**config.mk**
```make
export PLATFORM = sky130hd
export DESIGN_NAME = tile_grid_renderer
export DESIGN_NICKNAME = d
export VERILOG_FILES = /design/src/rtl/tile_grid_renderer.sv
export SDC_FILE = /design/constraint.sdc
export NUM_CORES = 1
export LEC_CHECK = 0
export ABC_AREA = 0
export CORE_ASPECT_RATIO = 1.5
export CORE_MARGIN = 10
export CORE_UTILIZATION = 35
export CTS_BUF_LIST = sky130_fd_sc_hd__clkbuf_2 sky130_fd_sc_hd__clkbuf_4 sky130_fd_sc_hd__clkbuf_8
export DETAILED_ROUTE_END_ITERATION = 10
export GPL_TIMING_DRIVEN = 0
export PLACE_DENSITY = 0.49
export SLEW_MARGIN = 40
export SYNTH_ARGS = -nofsm -noshare
export SYNTH_HDL_FRONTEND = slang
export SYNTH_SLANG_ARGS = --single-unit
```
**constraint.sdc**
```tcl
create_clock -name clk_in -period 8.56 [get_ports clk_in]
set_input_delay 1.712 -clock clk_in [delete_from_list [all_inputs] [get_ports clk_in]]
set_output_delay 1.712 -clock clk_in [all_outputs]
set_load 0.05 [all_outputs]
```
**src/rtl/tile_grid_renderer.sv**
```systemverilog
// Tile grid renderer: 4-bit cell map, clear/flash sequencer, 4-stage RGB444 pixel pipeline.
// Optional macro GRID_LINES_EN draws 12'h222 outlines on empty cells.
module tile_grid_renderer #(
  parameter int GRID_START_X = 800,
  parameter int GRID_START_Y = 330,
  parameter int TILE_LOG2    = 5,
  parameter int COLS         = 10,
  parameter int ROWS         = 20,
  parameter int FLASH_FRAMES = 8
) (
  input  logic                     clk_in,
  input  logic                     rst_in,
  input  logic [11:0]              hcount_in,
  input  logic [10:0]              vcount_in,
  input  logic                     frame_start_in,
  input  logic                     wr_valid_in,
  output logic                     wr_ready_out,
  input  logic [$clog2(COLS)-1:0]  wr_col_in,
  input  logic [$clog2(ROWS)-1:0]  wr_row_in,
  input  logic [3:0]               wr_color_in,
  input  logic                     clear_start_in,
  input  logic                     flash_start_in,
  input  logic [ROWS-1:0]          flash_mask_in,
  output logic                     busy_out,
  output logic                     done_out,
  output logic [11:0]              pixel_out
);

  localparam int COL_W  = $clog2(COLS);
  localparam int ROW_W  = $clog2(ROWS);
  localparam int CELLS  = COLS * ROWS;
  localparam int ADDR_W = $clog2(CELLS);
  localparam int FC_W   = $clog2(FLASH_FRAMES + 1);

  typedef enum logic [1:0] {
    ST_IDLE  = 2'd0,
    ST_CLEAR = 2'd1,
    ST_FLASH = 2'd2
  } state_t;

  function automatic logic [11:0] palette(input logic [2:0] idx);
    logic [11:0] rgb;
    case (idx)
      3'd1:    rgb = 12'hD00;
      3'd2:    rgb = 12'hF63;
      3'd3:    rgb = 12'hFB3;
      3'd4:    rgb = 12'h273;
      3'd5:    rgb = 12'h17D;
      3'd6:    rgb = 12'h969;
      3'd7:    rgb = 12'h267;
      default: rgb = 12'h000;
    endcase
    return rgb;
  endfunction

  state_t             state_r, state_nxt_s;
  logic [ADDR_W-1:0]  clr_addr_r, clr_addr_nxt_s;
  logic [FC_W-1:0]    frame_cnt_r, frame_cnt_nxt_s;
  logic [ROWS-1:0]    mask_r, mask_nxt_s;
  logic               done_r, done_nxt_s;

  logic               wr_ready_s;
  logic               wr_in_range_s;
  logic               mem_we_s;
  logic [ADDR_W-1:0]  mem_waddr_s;
  logic [3:0]         mem_wdata_s;
  logic [3:0]         cell_map_r [CELLS];

  assign wr_ready_s   = (state_r == ST_IDLE);
  assign wr_ready_out = wr_ready_s;
  assign busy_out     = (state_r == ST_CLEAR) || (state_r == ST_FLASH);
  assign done_out     = done_r;

  // Sequencer next-state: clear has priority over flash, starts ignored while busy.
  always_comb begin
    state_nxt_s     = state_r;
    clr_addr_nxt_s  = clr_addr_r;
    frame_cnt_nxt_s = frame_cnt_r;
    mask_nxt_s      = mask_r;
    done_nxt_s      = 1'b0;
    case (state_r)
      ST_IDLE: begin
        if (clear_start_in) begin
          state_nxt_s    = ST_CLEAR;
          clr_addr_nxt_s = {ADDR_W{1'b0}};
        end else if (flash_start_in && (|flash_mask_in)) begin
          state_nxt_s     = ST_FLASH;
          frame_cnt_nxt_s = {FC_W{1'b0}};
          mask_nxt_s      = flash_mask_in;
        end else begin
          state_nxt_s = ST_IDLE;
        end
      end
      ST_CLEAR: begin
        if (clr_addr_r == ADDR_W'(CELLS - 1)) begin
          state_nxt_s    = ST_IDLE;
          clr_addr_nxt_s = {ADDR_W{1'b0}};
          done_nxt_s     = 1'b1;
        end else begin
          clr_addr_nxt_s = clr_addr_r + {{(ADDR_W-1){1'b0}}, 1'b1};
        end
      end
      ST_FLASH: begin
        if (frame_start_in) begin
          if (frame_cnt_r == FC_W'(FLASH_FRAMES - 1)) begin
            state_nxt_s     = ST_IDLE;
            frame_cnt_nxt_s = {FC_W{1'b0}};
            done_nxt_s      = 1'b1;
          end else begin
            frame_cnt_nxt_s = frame_cnt_r + {{(FC_W-1){1'b0}}, 1'b1};
          end
        end else begin
          state_nxt_s = ST_FLASH;
        end
      end
      default: begin
        state_nxt_s = ST_IDLE;
      end
    endcase
  end

  // Sequencer state and counters.
  always_ff @(posedge clk_in or posedge rst_in) begin
    if (rst_in) begin
      state_r     <= ST_IDLE;
      clr_addr_r  <= {ADDR_W{1'b0}};
      frame_cnt_r <= {FC_W{1'b0}};
      mask_r      <= {ROWS{1'b0}};
      done_r      <= 1'b0;
    end else begin
      state_r     <= state_nxt_s;
      clr_addr_r  <= clr_addr_nxt_s;
      frame_cnt_r <= frame_cnt_nxt_s;
      mask_r      <= mask_nxt_s;
      done_r      <= done_nxt_s;
    end
  end

  // Map write port: the clear sweep owns the port; out-of-range writes are acknowledged but dropped.
  always_comb begin
    wr_in_range_s = (32'(wr_col_in) < COLS) && (32'(wr_row_in) < ROWS);
    mem_we_s      = 1'b0;
    mem_waddr_s   = {ADDR_W{1'b0}};
    mem_wdata_s   = 4'h0;
    if (state_r == ST_CLEAR) begin
      mem_we_s    = 1'b1;
      mem_waddr_s = clr_addr_r;
      mem_wdata_s = 4'h0;
    end else if (wr_valid_in && wr_ready_s && wr_in_range_s) begin
      mem_we_s    = 1'b1;
      mem_waddr_s = ADDR_W'(32'(wr_row_in) * COLS + 32'(wr_col_in));
      mem_wdata_s = wr_color_in;
    end else begin
      mem_we_s = 1'b0;
    end
  end

  // Cell map storage; contents deliberately survive reset.
  always_ff @(posedge clk_in) begin
    if (mem_we_s) begin
      cell_map_r[mem_waddr_s] <= mem_wdata_s;
    end
  end

  logic [11:0]          hx_s;
  logic [10:0]          vy_s;
  logic                 in_grid_s;
  logic                 edge_s;
  logic [TILE_LOG2-1:0] lx_s, ly_s;
  logic [COL_W-1:0]     col_s;
  logic [ROW_W-1:0]     row_s;
  logic [ADDR_W-1:0]    rd_addr_s;

  logic                 in_grid_p1_r, edge_p1_r;
  logic [ROW_W-1:0]     row_p1_r;
  logic [ADDR_W-1:0]    addr_p1_r;
  logic                 in_grid_p2_r, edge_p2_r;
  logic [ROW_W-1:0]     row_p2_r;
  logic [3:0]           cell_p2_r;
  logic                 in_grid_p3_r;
  logic [11:0]          color_p3_r;
  logic [11:0]          pixel_r;
  logic                 flash_hit_s;
  logic [11:0]          color_s;

  // Stage 1 decode: grid-relative coordinates, tile edge and cell address.
  always_comb begin
    hx_s      = hcount_in - 12'(GRID_START_X);
    vy_s      = vcount_in - 11'(GRID_START_Y);
    in_grid_s = (hcount_in >= 12'(GRID_START_X)) && (hx_s < 12'(COLS << TILE_LOG2)) &&
                (vcount_in >= 11'(GRID_START_Y)) && (vy_s < 11'(ROWS << TILE_LOG2));
    lx_s      = hx_s[TILE_LOG2-1:0];
    ly_s      = vy_s[TILE_LOG2-1:0];
    edge_s    = (lx_s == {TILE_LOG2{1'b0}}) || (lx_s == {TILE_LOG2{1'b1}}) ||
                (ly_s == {TILE_LOG2{1'b0}}) || (ly_s == {TILE_LOG2{1'b1}});
    col_s     = hx_s[TILE_LOG2 +: COL_W];
    row_s     = vy_s[TILE_LOG2 +: ROW_W];
    if (in_grid_s) begin
      rd_addr_s = ADDR_W'(32'(row_s) * COLS + 32'(col_s));
    end else begin
      rd_addr_s = {ADDR_W{1'b0}};
    end
  end

  // Stage 3 colour: flash overrides the whole tile, then empty / ghost / solid styling.
  always_comb begin
    flash_hit_s = (state_r == ST_FLASH) && frame_cnt_r[0] && mask_r[row_p2_r];
    color_s     = 12'h000;
    if (flash_hit_s) begin
      color_s = 12'hFFF;
    end else if (cell_p2_r[2:0] == 3'd0) begin
`ifdef GRID_LINES_EN
      color_s = edge_p2_r ? 12'h222 : 12'h000;
`else
      color_s = 12'h000;
`endif
    end else if (cell_p2_r[3]) begin
      color_s = edge_p2_r ? palette(cell_p2_r[2:0]) : 12'h000;
    end else begin
      color_s = edge_p2_r ? 12'hFFF : palette(cell_p2_r[2:0]);
    end
  end

  // Pixel pipeline registers: decode, map read, colour, output.
  always_ff @(posedge clk_in or posedge rst_in) begin
    if (rst_in) begin
      in_grid_p1_r <= 1'b0;
      edge_p1_r    <= 1'b0;
      row_p1_r     <= {ROW_W{1'b0}};
      addr_p1_r    <= {ADDR_W{1'b0}};
      in_grid_p2_r <= 1'b0;
      edge_p2_r    <= 1'b0;
      row_p2_r     <= {ROW_W{1'b0}};
      cell_p2_r    <= 4'h0;
      in_grid_p3_r <= 1'b0;
      color_p3_r   <= 12'h000;
      pixel_r      <= 12'h000;
    end else begin
      in_grid_p1_r <= in_grid_s;
      edge_p1_r    <= edge_s;
      row_p1_r     <= row_s;
      addr_p1_r    <= rd_addr_s;
      in_grid_p2_r <= in_grid_p1_r;
      edge_p2_r    <= edge_p1_r;
      row_p2_r     <= row_p1_r;
      cell_p2_r    <= cell_map_r[addr_p1_r];
      in_grid_p3_r <= in_grid_p2_r;
      color_p3_r   <= color_s;
      pixel_r      <= in_grid_p3_r ? color_p3_r : 12'h000;
    end
  end

  assign pixel_out = pixel_r;

endmodule

```
==> reports/qor.yml <==
logic_synthesis:
  syn_nets: 2096
  ys_seq_area_share_pct: 71.7
  synth_area_mm2: 0.0364
  ys_types: 71
  ys_ff_latch: 882
  yosys_warnings: 0
  ys.flop_type: "edfxtp_1"
  async_flop_share_pct: 9.30
  synth-edff-count: 800
  synthCells: 2004
  avgSynthCellArea_um2: 18.1
critical_path:
  cp_common_cell: "ha_1"
  endpoint_kind: "flop"
  critical_path.startpoint_type: "input pin"
  crit_buf_inv: 3
  rr_startpoint: "state_r[1]$_DFFE_PP0P_"
  worstPathMaxFanout: 10
  cp_top_family: "simple AND/OR/NAND/NOR gates"
  worstPathArrival_ps: 6340
  cp-startpoint: "wr_row_in[1]"
  ff2ff_setup_slack_ps: 4380
  r2r-end: "cell_map_r[113][0]$_DFFE_PP_"
  path_cells: "clkdlybuf4s50_1 > ha_1 > ha_1 > fa_1 > xnor2_1 > and4bb_2 > xnor3_1 > a22oi_1 > buf_2 > nand4b_1 > clkbuf_1 > nor2_1"
  path_class: "input pin to flop"
  rr_worst_depth: 9
  max_stage_delay_ps: 570
  crit_slowest_cell: "nand4b_1"
  critPathRequiredTime_ps: 9000
hold_path:
  whs_path_depth: 0
  whs_endpoint: "in_grid_p2_r$_DFF_PP0_"
  hold_start: "in_grid_p1_r$_DFF_PP0_"
  hp-class: "flop to flop"
clocking:
  insertion_delay_ps: 850
  post_cts_resized: 0
  hold_buffers: 0
  post_cts_buffers: 0
  cts_tree: "yes"
  cts_buffer_depth: 3
  path_clk_slew_ps: 70
  numCtsBuffers: 135
  cts_root_buf: "clkbuf_8"
  htree_levels: 4
  clock-sinks: 882
floorplan:
  die_w_um: 283
  die_area_mm2: 0.117
  ios: 77
  row_count: 144
  die_h_um: 415
  core-area_mm2: 0.103
  initial_core_util_pct: 35.3
sta:
  relSlewSlack_pct: 37.5
  skew_ps: 41.6
  drv_slew: 0
  worst_pin_slew_ps: 937
  finalSetupViolations: 0
  rsz0062_at_grt: "false"
  max_freq_ghz: 0.169
  fin_hold_ws_ps: 347
  fin_crit_sh_pct: 69.0
  finalCriticalPeriod_ps: 5900
  hold_viol: 0
grt:
  grt_pass1_wl_mm: 162
  first_global_vias: 21600
  grt_overflow_total: 0
  antenna_found_initial: 2
  gr-usage-all-layers_pct: 19.3
  grt_max_degree: 61
place:
  io_buffers: 76
  gp_congestion: 0.871
  hpwl_mm: 80.4
power_and_ir_drop:
  total_power_mw: 8.55
  ir_drop_mv: 0.156
  cellPowerDensity_mw_per_mm2: 203
  p_leak_nw: 11.4
drt:
  route.detailed.wl_per_inst_um: 30.7
  vias: 20200
  routed_wl_mm: 114
  drc: 0
  drtIter0Drc: 1631
  first_pass_iters: 7
  ant_nets: 0
  vias_per_cell: 5.41
finish:
  layout-drive-gt1-share_pct: 24.6
  final_common_cell: "edfxtp_1"
  synthToLayoutAreaGrowth_pct: 16.1
  final_cell_mix: "edfxtp_1, nor2_1, mux4_2, clkbuf_8, nand2_1"
  final_nets: 2334
outcome:
  run_status: "finished clean"
flow_run:
  drv_cap: 0
==> cell families after synthesis <==
logic type,synth area share (%)
AO/OA/AOI/OAI,3.27
XOR/XNOR,0.495
adder cells (fa/ha/maj),1.11
buffers and inverters,1.99
flip-flops,71.7
multiplexers,15.8
AND/OR/NAND/NOR,5.67
==> final cells by class <==
cell class / instances / area [um2]
antenna: 1 / 2.50
buffer: 122 / 657
clock buffer: 176 / 2230
clock inverter: 65 / 548
fill: 9271 / 60700
inverter: 28 / 110
multi-input combinational: 972 / 9590
sequential: 882 / 26100
tap: 1387 / 1740
timing repair buffer: 101 / 1260
==> worst max path at each step <==
stage	end	depth (start not counted)
2_1_floorplan	cell_map_r[0][0]$_DFFE_PP_	4
3_3_place_gp	cell_map_r[138][2]$_DFFE_PP_	5
3_5_place_dp	cell_map_r[112][3]$_DFFE_PP_	12
4_1_cts	cell_map_r[112][3]$_DFFE_PP_	12
5_1_grt	cell_map_r[112][3]$_DFFE_PP_	12
6_report	cell_map_r[113][0]$_DFFE_PP_	12
==> synth_stat cells (12+ instances only) <==
| cell | instances | area [um2] |
|---|---|---|
| and2_1 | 20 | 125 |
| o21ai_0 | 33 | 165 |
| nor3_1 | 17 | 85.1 |
| nand3_1 | 23 | 115 |
| nand2_1 | 89 | 334 |
| buf_4 | 13 | 97.6 |
| mux4_2 | 221 | 4980 |
| nand2b_1 | 15 | 93.8 |
| ha_1 | 26 | 325 |
| dfrtp_1 | 82 | 2050 |
| a21oi_1 | 30 | 150 |
| edfxtp_1 | 800 | 24000 |
| inv_1 | 27 | 101 |
| clkbuf_1 | 64 | 240 |
| mux2_2 | 24 | 270 |
| nor2_1 | 234 | 878 |
| nor2b_1 | 12 | 75.1 |
| mux2i_1 | 48 | 480 |
| xnor2_1 | 12 | 105 |
| buf_2 | 28 | 140 |
==> flip-flops by register name, indices dropped and copies added, names as in the netlist, 5 cells and up <==
| name | cells |
|---|---|
| clr_addr_r | 8 |
| pixel_out | 10 |
| row_p1_r | 5 |
| color_p3_r | 10 |
| cell_map_r | 800 |
| row_p2_r | 5 |
| addr_p1_r | 8 |
| mask_r | 20 |
==> worst register-to-register path: cells and delay by family (launching register included) <==
| kind | cells | cell delay [ps] |
|---|---|---|
| buf+inv | 3 | 990 |
| fa+ha+maj | 1 | 180 |
| simple gates | 4 | 1690 |
| flops | 1 | 410 |
| compound gates | 1 | 540 |
==> stage by stage <==
| stage | cell area (um2) | worst slack (ps) | setup TNS (ps) | util, % | instances |
|---|---|---|---|---|---|
| 2_1_floorplan | 36400 | 2760 | 0 | - | 2004 |
| 3_3_place_gp | 38900 | -1010 | -702720 | 37.8 | 3467 |
| 3_5_place_dp | 39400 | 1840 | 0 | 38.3 | 3492 |
| 4_1_cts | 42200 | 2720 | 0 | 41.0 | 3733 |
| 5_1_grt | 42200 | 2560 | 0 | 41.0 | 3734 |
| 6_report | 42200 | 2660 | 0 | 41.0 | 3734 |
==> report_power, final <==
group	total (mW)	switching [mW]	leakage (nW)	internal, mW
clock network	3.67	1.69	1.44	1.98
registers	4.65	0.00606	6.60	4.64
logic	0.239	0.139	3.37	0.0998
==> layer usage <==
layer | vias up | global-route usage (%) | part of all wire, %
met5 | - | 0 | 0.014
met4 | 2 | 9.59 | 5.2
met3 | 255 | 3.76 | 5.1
met2 | 761 | 35.5 | 54
met1 | 10700 | 20.9 | 36
li1 | 8500 | - | -
Power figures use the tool's default switching activity.
